--- src/rtl/sha256_msg_padder.sv ---
// SHA-256 message padder: turns a length-prefixed byte stream into padded 512-bit blocks,
// emitted as big-endian 32-bit words with block/message end flags.
module sha256_msg_padder #(
    parameter int MAX_LEN_W = 8
) (
    input  logic                 CLK,
    input  logic                 RST_N,
    input  logic                 MSG_START,
    input  logic [MAX_LEN_W-1:0] MSG_LEN,
    input  logic [7:0]           IN_DATA,
    input  logic                 IN_VALID,
    output logic                 IN_READY,
    output logic [31:0]          W_DATA,
    output logic                 W_VALID,
    input  logic                 W_READY,
    output logic                 W_EOB,
    output logic                 W_EOM,
    output logic                 BUSY
);

    typedef enum logic [2:0] {S_IDLE, S_DATA, S_PAD1, S_ZERO, S_LEN, S_DRAIN} state_t;

    localparam logic [MAX_LEN_W-1:0] ONE = 1;

    state_t               state, state_nxt;
    logic [MAX_LEN_W-1:0] len_q, bc;
    logic [5:0]           bp, bp_inc;
    logic [2:0]           lc;
    logic [23:0]          asm_q;
    logic [63:0]          bitlen;
    logic [5:0]           len_sh;
    logic [7:0]           len_byte, byte_val;
    logic                 place, stall, word_done;

    assign bp_inc    = bp + 6'd1;
    assign bitlen    = {{(61-MAX_LEN_W){1'b0}}, len_q, 3'b000};
    assign len_sh    = {~lc, 3'b000};
    assign len_byte  = bitlen[len_sh +: 8];
    // A word-completing byte must wait until the output register is free (or freeing now).
    assign stall     = (bp[1:0] == 2'd3) && W_VALID && !W_READY;
    assign word_done = place && (bp[1:0] == 2'd3);

    always_ff @(posedge CLK or negedge RST_N) begin
        if (!RST_N) state <= S_IDLE;
        else        state <= state_nxt;
    end

    always_comb begin
        state_nxt = state;
        case (state)
            S_IDLE:  if (MSG_START) state_nxt = (MSG_LEN == '0) ? S_PAD1 : S_DATA;
            S_DATA:  if (place && bc == len_q - ONE) state_nxt = S_PAD1;
            S_PAD1,
            S_ZERO:  if (place) state_nxt = (bp_inc == 6'd56) ? S_LEN : S_ZERO;
            S_LEN:   if (place && &lc) state_nxt = S_DRAIN;
            S_DRAIN: if (W_VALID && W_READY) state_nxt = S_IDLE;
            default: state_nxt = S_IDLE;
        endcase
    end

    always_comb begin
        IN_READY = 1'b0;
        place    = 1'b0;
        byte_val = 8'h00;
        BUSY     = (state != S_IDLE);
        case (state)
            S_DATA: begin
                IN_READY = !stall;
                place    = IN_VALID && !stall;
                byte_val = IN_DATA;
            end
            S_PAD1: begin
                place    = !stall;
                byte_val = 8'h80;
            end
            S_ZERO:  place = !stall;
            S_LEN: begin
                place    = !stall;
                byte_val = len_byte;
            end
            default: ;
        endcase
    end

    always_ff @(posedge CLK or negedge RST_N) begin
        if (!RST_N) begin
            len_q   <= '0;
            bc      <= '0;
            bp      <= '0;
            lc      <= '0;
            asm_q   <= '0;
            W_DATA  <= '0;
            W_VALID <= 1'b0;
            W_EOB   <= 1'b0;
            W_EOM   <= 1'b0;
        end else begin
            if (state == S_IDLE && MSG_START) begin
                len_q <= MSG_LEN;
                bc    <= '0;
                bp    <= '0;
                lc    <= '0;
            end
            if (W_VALID && W_READY) begin
                W_VALID <= 1'b0;
                W_EOB   <= 1'b0;
                W_EOM   <= 1'b0;
            end
            if (place) begin
                bp <= bp_inc;
                if (state == S_DATA) bc <= bc + ONE;
                if (state == S_LEN)  lc <= lc + 3'd1;
                case (bp[1:0])
                    2'd0: asm_q[23:16] <= byte_val;
                    2'd1: asm_q[15:8]  <= byte_val;
                    2'd2: asm_q[7:0]   <= byte_val;
                    default: ;
                endcase
            end
            if (word_done) begin
                W_DATA  <= {asm_q, byte_val};
                W_VALID <= 1'b1;
                W_EOB   <= &bp[5:2];
                W_EOM   <= (state == S_LEN) && &lc;
            end
        end
    end

endmodule
--- config.mk ---
export PLATFORM = sky130hd
export DESIGN_NAME = sha256_msg_padder
export DESIGN_NICKNAME = d
export VERILOG_FILES = /design/src/rtl/sha256_msg_padder.sv
export SDC_FILE = /design/constraint.sdc
export NUM_CORES = 1
export LEC_CHECK = 0
export CORE_MARGIN = 3
export CORE_UTILIZATION = 30
export DETAILED_ROUTE_END_ITERATION = 10
export GPL_TIMING_DRIVEN = 0
export MAX_ROUTING_LAYER = met4
export PLACE_DENSITY_LB_ADDON = 0.2
export REMOVE_ABC_BUFFERS = 1
export SLEW_MARGIN = 20
export SYNTH_ARGS = -nofsm -noshare
export SYNTH_HDL_FRONTEND = slang
export SYNTH_SLANG_ARGS = --single-unit
export TNS_END_PERCENT = 100
--- constraint.sdc ---
create_clock -name CLK -period 2.3 [get_ports CLK]
set_input_delay 0.23 -clock CLK [delete_from_list [all_inputs] [get_ports CLK]]
set_output_delay 0.23 -clock CLK [all_outputs]
set_load 0.05 [all_outputs]
==> metrics.md, run 1 <==
| Metric | Value |
|---|---|
| Residual DRC count | `0` |
| CTS tree | `done` |
| CTS Buffer Depth | `2` |
| Vias/cell | `4.687` |
| Clock sink count | `87` |
| Global-route wire length before repair | `14550 um` |
| Mapped cell area | `0.004095 mm2` |
| Pre-antenna DRT Iters | `4` |
| Post-synth top area cell | `dfrtp_1` |
| Number of global-route vias before repair | `2850` |
| Inserted Diodes | `0` |
| I/O pins | `58` |
| Depth of the CTS H-tree | `3` |
| DP Wirelength | `6396 um` |
| Commonest non-fill, non-tap cell in the layout | `dfrtp_1` |
| Commonest cells after routing, fill and taps aside | `dfrtp_1 (83), nand2_1 (81), clkdlybuf4s50_1 (55)` |
| RePlAce Congestion | `about 0.82` |
| Input/output buffers | `57` |
| Congestion Overflow GR | `0` |
| Die area | `0.01509 mm2` |
| Final Setup Violations | `0` |
| Worst reg2reg path depth | `6` |
| Synth top area share | `0.5316` |
| Wire per inst | `14.28 um` |
| Initial core utilization | `0.3080` |
| Post-route minimum period | `2.179 ns` |
| Final nets | `468` |
| Nature of the critical path endpoint | `flop` |
| Hold Slack | `0.4284 ns` |
| Number of max-cap violations | `0` |
| Yosys reg bits | `87` |
| Util after Layout | `0.3875` |
| Slew headroom | `0.6086` |
| Final Hold Fails | `0` |
| Reg clk slew, reported paths | `~0.07 ns` |
| Via Count | `between 2000 and 3000` |
| Overall power | `7.111 mW` |
| Die Span Y | `122.8 um` |
| Placed cell areas | `0.004811 mm2` |
| PD cells | `about 1400 mW/mm2` |
| Detailed Route Iter0 Violations | `approximately 150` |
| Slew Limit Fails | `0` |
| Final worst slack | `around 0.12 ns` |
| GRT Util Overall | `0.1288` |
| Critical path class | `flop to flop` |
| Die Span X | `about 120 um` |
| Leakage Power | `2.305 nW` |
| Total core area | `between 0.01 and 0.015 mm2` |
| Synth Warn # | `0` |
| Hold Path Class | `input port to asynchronous set/reset pin` |
| Clock skew | `0.009522 ns` |
| Synth area leaders | `dfrtp_1 (53%), nand2_1 (7.5%), mux2_4 (6.2%)` |
| Least-Margin Pin Slew | `0.5826 ns` |
| Layout overhead on the synthesized area | `25.82%` |
| Number of nets still failing antenna checks after routing | `0` |
| Crit share post-route | `0.9474` |
| Fmax | `around 460 MHz` |
| Critical Path RT | `2.50 ns` |
| Crit start category | `flop` |
| Cell Rows | `42` |
| Critical Path Fanout Max | `11` |
| Final std cell area, no fill | `0.005152 mm2` |
| Post-Place Worst Slack | `-0.1493 ns` |
| Initial antenna violation count | `0` |
| Netlist cell types | `55` |
| Largest net degree at the start of global routing | `48` |
| Prevailing post-synth register cell | `dfrtp_1` |
| EDFF count, synth | `0` |
| DRT Wirelength | `8842 um` |
| Fraction of the yosys area taken by sequential cells | `0.5316` |
| Fillers | `1297` |
| Gate Count Post-Synth | `~390` |
| Layout cell share with drive strength beyond 1 | `0.1309` |
| Worst-Skew Late Latency | `0.33 ns` |
| CTS root buf | `clkbuf_16` |
| CTS buffer count | `9` |
| Fraction of registers with async set/reset | `1.000` |
| Worst Path Arrival | `2.38 ns` |
| Syn Area/Cell | `10.61 um2` |
| Maximum vdd drop | `388.6 uV` |
| Status | `complete, no violations` |
-- synthesized netlist by cell type, types with 2 or more instances --
library cell and count:
a21oi_1 7, a22oi_1 7, a311o_1 2, a31oi_1 4, and2_1 3, and3_1 3, buf_2 2, buf_4 3
buf_6 3, clkbuf_1 11, dfrtp_1 87, ha_1 9, inv_1 8, mux2_1 7, mux2_4 17, mux2i_1 3
nand2_1 82, nand2b_1 4, nand3_1 5, nand4_1 4, nor2_1 11, nor3_1 5, nor4_1 4, o21ai_0 34
o21ai_1 17, o31ai_1 4, xnor2_1 6, xor2_1 7
-- worst max-delay path: stages (launching register included) --
cell and delay, ns:
dfrtp_2 0.49, or2_4 0.31, a21oi_4 0.19, nand2_4 0.10, or4_4 0.54, o31ai_2 0.26, a32oi_1 0.14
-- state kept, by name, indices dropped and copies added (netlist names) --
name / flops
lc: 3
W_DATA: 32
W_EOB: 1
bp: 6
bc: 8
asm_q: 24
len_q: 8
state: 3
W_VALID: 1
W_EOM: 1
-- layout make-up --
class	instances	area, um2	area share
Timing Repair Buffer	60	611.8	0.1187
Inverter	8	30.03	0.005828
Clock inverter	7	72.57	0.01408
Multi-Input combinational cell	272	1810	0.3514
Clock buffer	9	225.2	0.04371
Sequential cell	87	2182	0.4235
Tap cell	176	220.2	0.04274
-- timing repair --
item                       CTS  global route
setup endpoints to repair   30            15
pin swaps                    1             0
hold buffers                 1             0
hold endpoints to repair    43             0
resized for setup            5             5
setup buffers                1             0
-- cell families (layout without fill, tap and decap cells) --
group	Yosys count	count (layout)	synth area share
DFF	87	87	0.5316
and+or+nand+nor	139	139	0.1665
muxes	27	27	0.08891
xor gates and xnor gates	13	13	0.02780
buffers and inverters	27	84	0.03361
adders and majority gates	9	9	0.02750
AOI/OAI and AO/OA	84	84	0.1240
-- report_power, final --
part	internal (mW)	total, mW	switching [mW]
clock	0.843	1.44	0.599
sequential	2.09	2.59	0.493
combinational	1.21	3.08	1.87
-- worst paths after layout --
path	start	end	slack [ns]
max	state[1]$_DFFE_PN0P_	state[0]$_DFFE_PN0P_	0.12
min in group CLK	asm_q[8]$_DFFE_PN0P_	asm_q[8]$_DFFE_PN0P_	0.48
max reg2reg	state[1]$_DFFE_PN0P_	state[0]$_DFFE_PN0P_	0.12
min reg2reg	asm_q[8]$_DFFE_PN0P_	asm_q[8]$_DFFE_PN0P_	0.48
max in group asynchronous	RST_N	state[1]$_DFFE_PN0P_	1.23
min	RST_N	W_DATA[17]$_DFFE_PN0P_	0.43
-- metrics by stage --
stage | instances | setup TNS [ns]
after CTS | 619 | 0
after floorplan | 367 | -17.10
after global routing | 619 | -0.003588
after global placement | 600 | -236.47
after detailed placement | 601 | -3.011
final | 619 | 0
-- per-layer routing --
| layer | share of wire | routed length (um) | vias to the layer above | track usage |
|---|---|---|---|---|
| met5 | 0 | 0 | - | - |
| met4 | 0.013 | 114 | 0 | 0.04409 |
| met3 | 0.048 | 425 | 9 | 0.02673 |
| met2 | 0.45 | 3963 | 79 | 0.1896 |
| met1 | 0.49 | 4337 | 1363 | 0.1769 |
| li1 | - | - | 1450 | - |
Note: power is estimated with default switching activity, not from simulation.
==> inputs of run 2 (changes only) <==
CORE_UTILIZATION = 25   (was 30)
==> run 2 against run 1 <==
  * Critical path depth grew 1
  * Via count grew 1.7%
  * Utilization shrank 6.1 points
  * Largest cell class unchanged
  * Worst setup slack gained 0.0059 ns
==> metrics.md, run 2 (synthesis results as in run 1) <==
| Metric | Value |
|---|---|
| Detailed Route Iter0 Violations | `197` |
| Largest net degree at the start of global routing | `51` |
| Critical path class | `flop to flop` |
| Area of the multi-input gates | `~0.0018 mm2` |
| Most flops, register | `W_DATA` |
| Die Span X | `134.0 um` |
| Depth of the CTS H-tree | `3` |
| CP cell instances | `ha_4, and4b_2, o21ai_2, nand2_2, or4_4, o31ai_4, a32oi_1` |
| Initial core utilization | `0.2569` |
| Biggest regs | `W_DATA: 32 flops, asm_q: 24 flops` |
| DRT Wirelength | `9621 um` |
| Leakage Power | `~2.3 nW` |
| Input/output buffers | `57` |
| Layout cell share with drive strength beyond 1 | `0.1332` |
| Via Count | `2950` |
| Pre-antenna DRT Iters | `4` |
| Clock sink count | `a little under 90` |
| GRT Util Overall | `0.1183` |
| Initial antenna violation count | `0` |
| RePlAce Congestion | `0.7966` |
| Critical Path RT | `2.51 ns` |
| Total core area | `0.01594 mm2` |
| Vias/cell | `4.476` |
| Final Setup Violations | `0` |
| Layout overhead on the synthesized area | `27.04%` |
| Slew Limit Fails | `0` |
| Number of nets still failing antenna checks after routing | `0` |
| Slowest-stage cell, CP | `dfrtp_1` |
| Commonest cells after routing, fill and taps aside | `dfrtp_1 (84), nand2_1 (78), clkdlybuf4s50_1 (54)` |
| Status | `complete, no violations` |
| Critical Path Fanout Max | `8` |
| Worst-Skew Late Latency | `0.34 ns` |
| Inserted Diodes | `0` |
| CTS Buffer Depth | `2` |
| Routed wl met3 | `546 um` |
| Final nets | `approximately 470` |
| Highest Signal Layer | `met4` |
| Global-route wire length before repair | `16170 um` |
| Slew headroom | `0.5787` |
| Crit path max-delay family | `simple AND/OR/NAND/NOR gates` |
| Fillers | `1638` |
| Final Hold Fails | `0` |
| Die Span Y | `134.0 um` |
| Clock skew | `0.008017 ns` |
| CTS root buf | `clkbuf_16` |
| Commonest non-fill, non-tap cell in the layout | `dfrtp_1` |
| PD cells | `approximately 1400 mW/mm2` |
| Least-Margin Pin Slew | `0.6262 ns` |
| Hold Path Class | `input port to asynchronous set/reset pin` |
| Number of global-route vias before repair | `3012` |
| Residual DRC count | `0` |
| I/O pins | `58` |
| Post-route minimum period | `2.173 ns` |
| Met2 wire length | `roughly 4200 um` |
| Die area | `between 0.015 and 0.02 mm2` |
| Reg clk slew, reported paths | `0.07 ns` |
| Number of flip-flops in the largest register | `32` |
| Wl on met1 | `about 4700 um` |
| CTS tree | `done` |
| Cell Rows | `46` |
| Slowest stage delay, CP | `0.47 ns` |
| Worst Path Arrival | `2.39 ns` |
| Crit start category | `flop` |
| Wire per inst | `between 10 and 15 um` |
| Hold Slack | `0.3502 ns` |
| FF+latch area | `between 0.002 and 0.0025 mm2` |
| Congestion Overflow GR | `0` |
| DP Wirelength | `6769 um` |
| Nature of the critical path endpoint | `flop` |
| Fmax | `460.2 MHz` |
| Crit share post-route | `0.9448` |
| Maximum vdd drop | `464.6 uV` |
| CTS buffer count | `9` |
| Util after Layout | `0.3263` |
| Number of max-cap violations | `0` |
| CP Buf/Inv Count | `0` |
run 2: changes by cell type in the layout (fill, tap and decap cells not counted), sizes merged:
cell	before	now
clkbuf	9	10
dlygate4sd2	1	2
inv	9	11
clkinvlp	2	1
clkinv	3	2
clkdlybuf4s50	55	54
bufinv	1	0
run 2: repair_timing:
action,CTS,global route
buffers inserted,1,0
endpoints found under the setup margin,52,49
gates resized for setup,8,6
hold endpoints to repair,37,0
hold buffers,1,0
pin swaps,1,0
run 2: final timing paths:
kind                                             from                      to  slack (ns)  cells after the start
worst max-delay path                bp[1]$_DFFE_PN0P_    state[0]$_DFFE_PN0P_        0.13                      7
worst min-delay path                            RST_N  W_DATA[18]$_DFFE_PN0P_        0.35                      2
worst max register to register      bp[1]$_DFFE_PN0P_    state[0]$_DFFE_PN0P_        0.13                      7
worst min register to register  asm_q[23]$_DFFE_PN0P_   asm_q[23]$_DFFE_PN0P_        0.48                      2
max in group asynchronous                       RST_N       bp[0]$_DFFE_PN0P_        1.35                      3
min in group CLK                           MSG_LEN[6]    len_q[6]$_DFFE_PN0P_        0.47                      3
run 2: power breakdown:
part | internal, mW | switching (mW) | total [mW]
logic | 1.22 | 1.95 | 3.18
clock network | 0.748 | 0.635 | 1.38
registers | 2.09 | 0.493 | 2.58
total | 4.06 | 3.08 | 7.14
run 2: final cells by class:
cell class / instances / share of cell area
repair buffers: 60 / 0.1181
well taps: 216 / 0.05195
flip-flops and latches: 87 / 0.4192
clock inverters: 6 / 0.009861
clock buffers: 10 / 0.04401
inverters: 8 / 0.005772
multi-input cells: 272 / 0.3511
run 2: layer usage:
metal  vias up  global-route usage
li1       1448                   -
met1      1422              0.1589
met2        63              0.1704
met3        17             0.03338
met5         -                   -
met4         0             0.04343
run 2: through the flow:
| stage | instance area (um2) | TNS (ns) | worst slack [ns] | total power, mW | instances |
|---|---|---|---|---|---|
| global route | 5202 | -0.009311 | -0.004554 | 7.668 | 659 |
| CTS | 5184 | 0 | 0.001907 | 7.198 | 659 |
| floorplan | 3988 | -17.10 | -0.5577 | 4.720 | 367 |
| finish | 5202 | 0 | 0.1269 | 7.142 | 659 |
| detailed placement | 4865 | -5.405 | -0.2205 | 5.746 | 641 |
| global placement | 4828 | -245.27 | -2.307 | 5.694 | 640 |
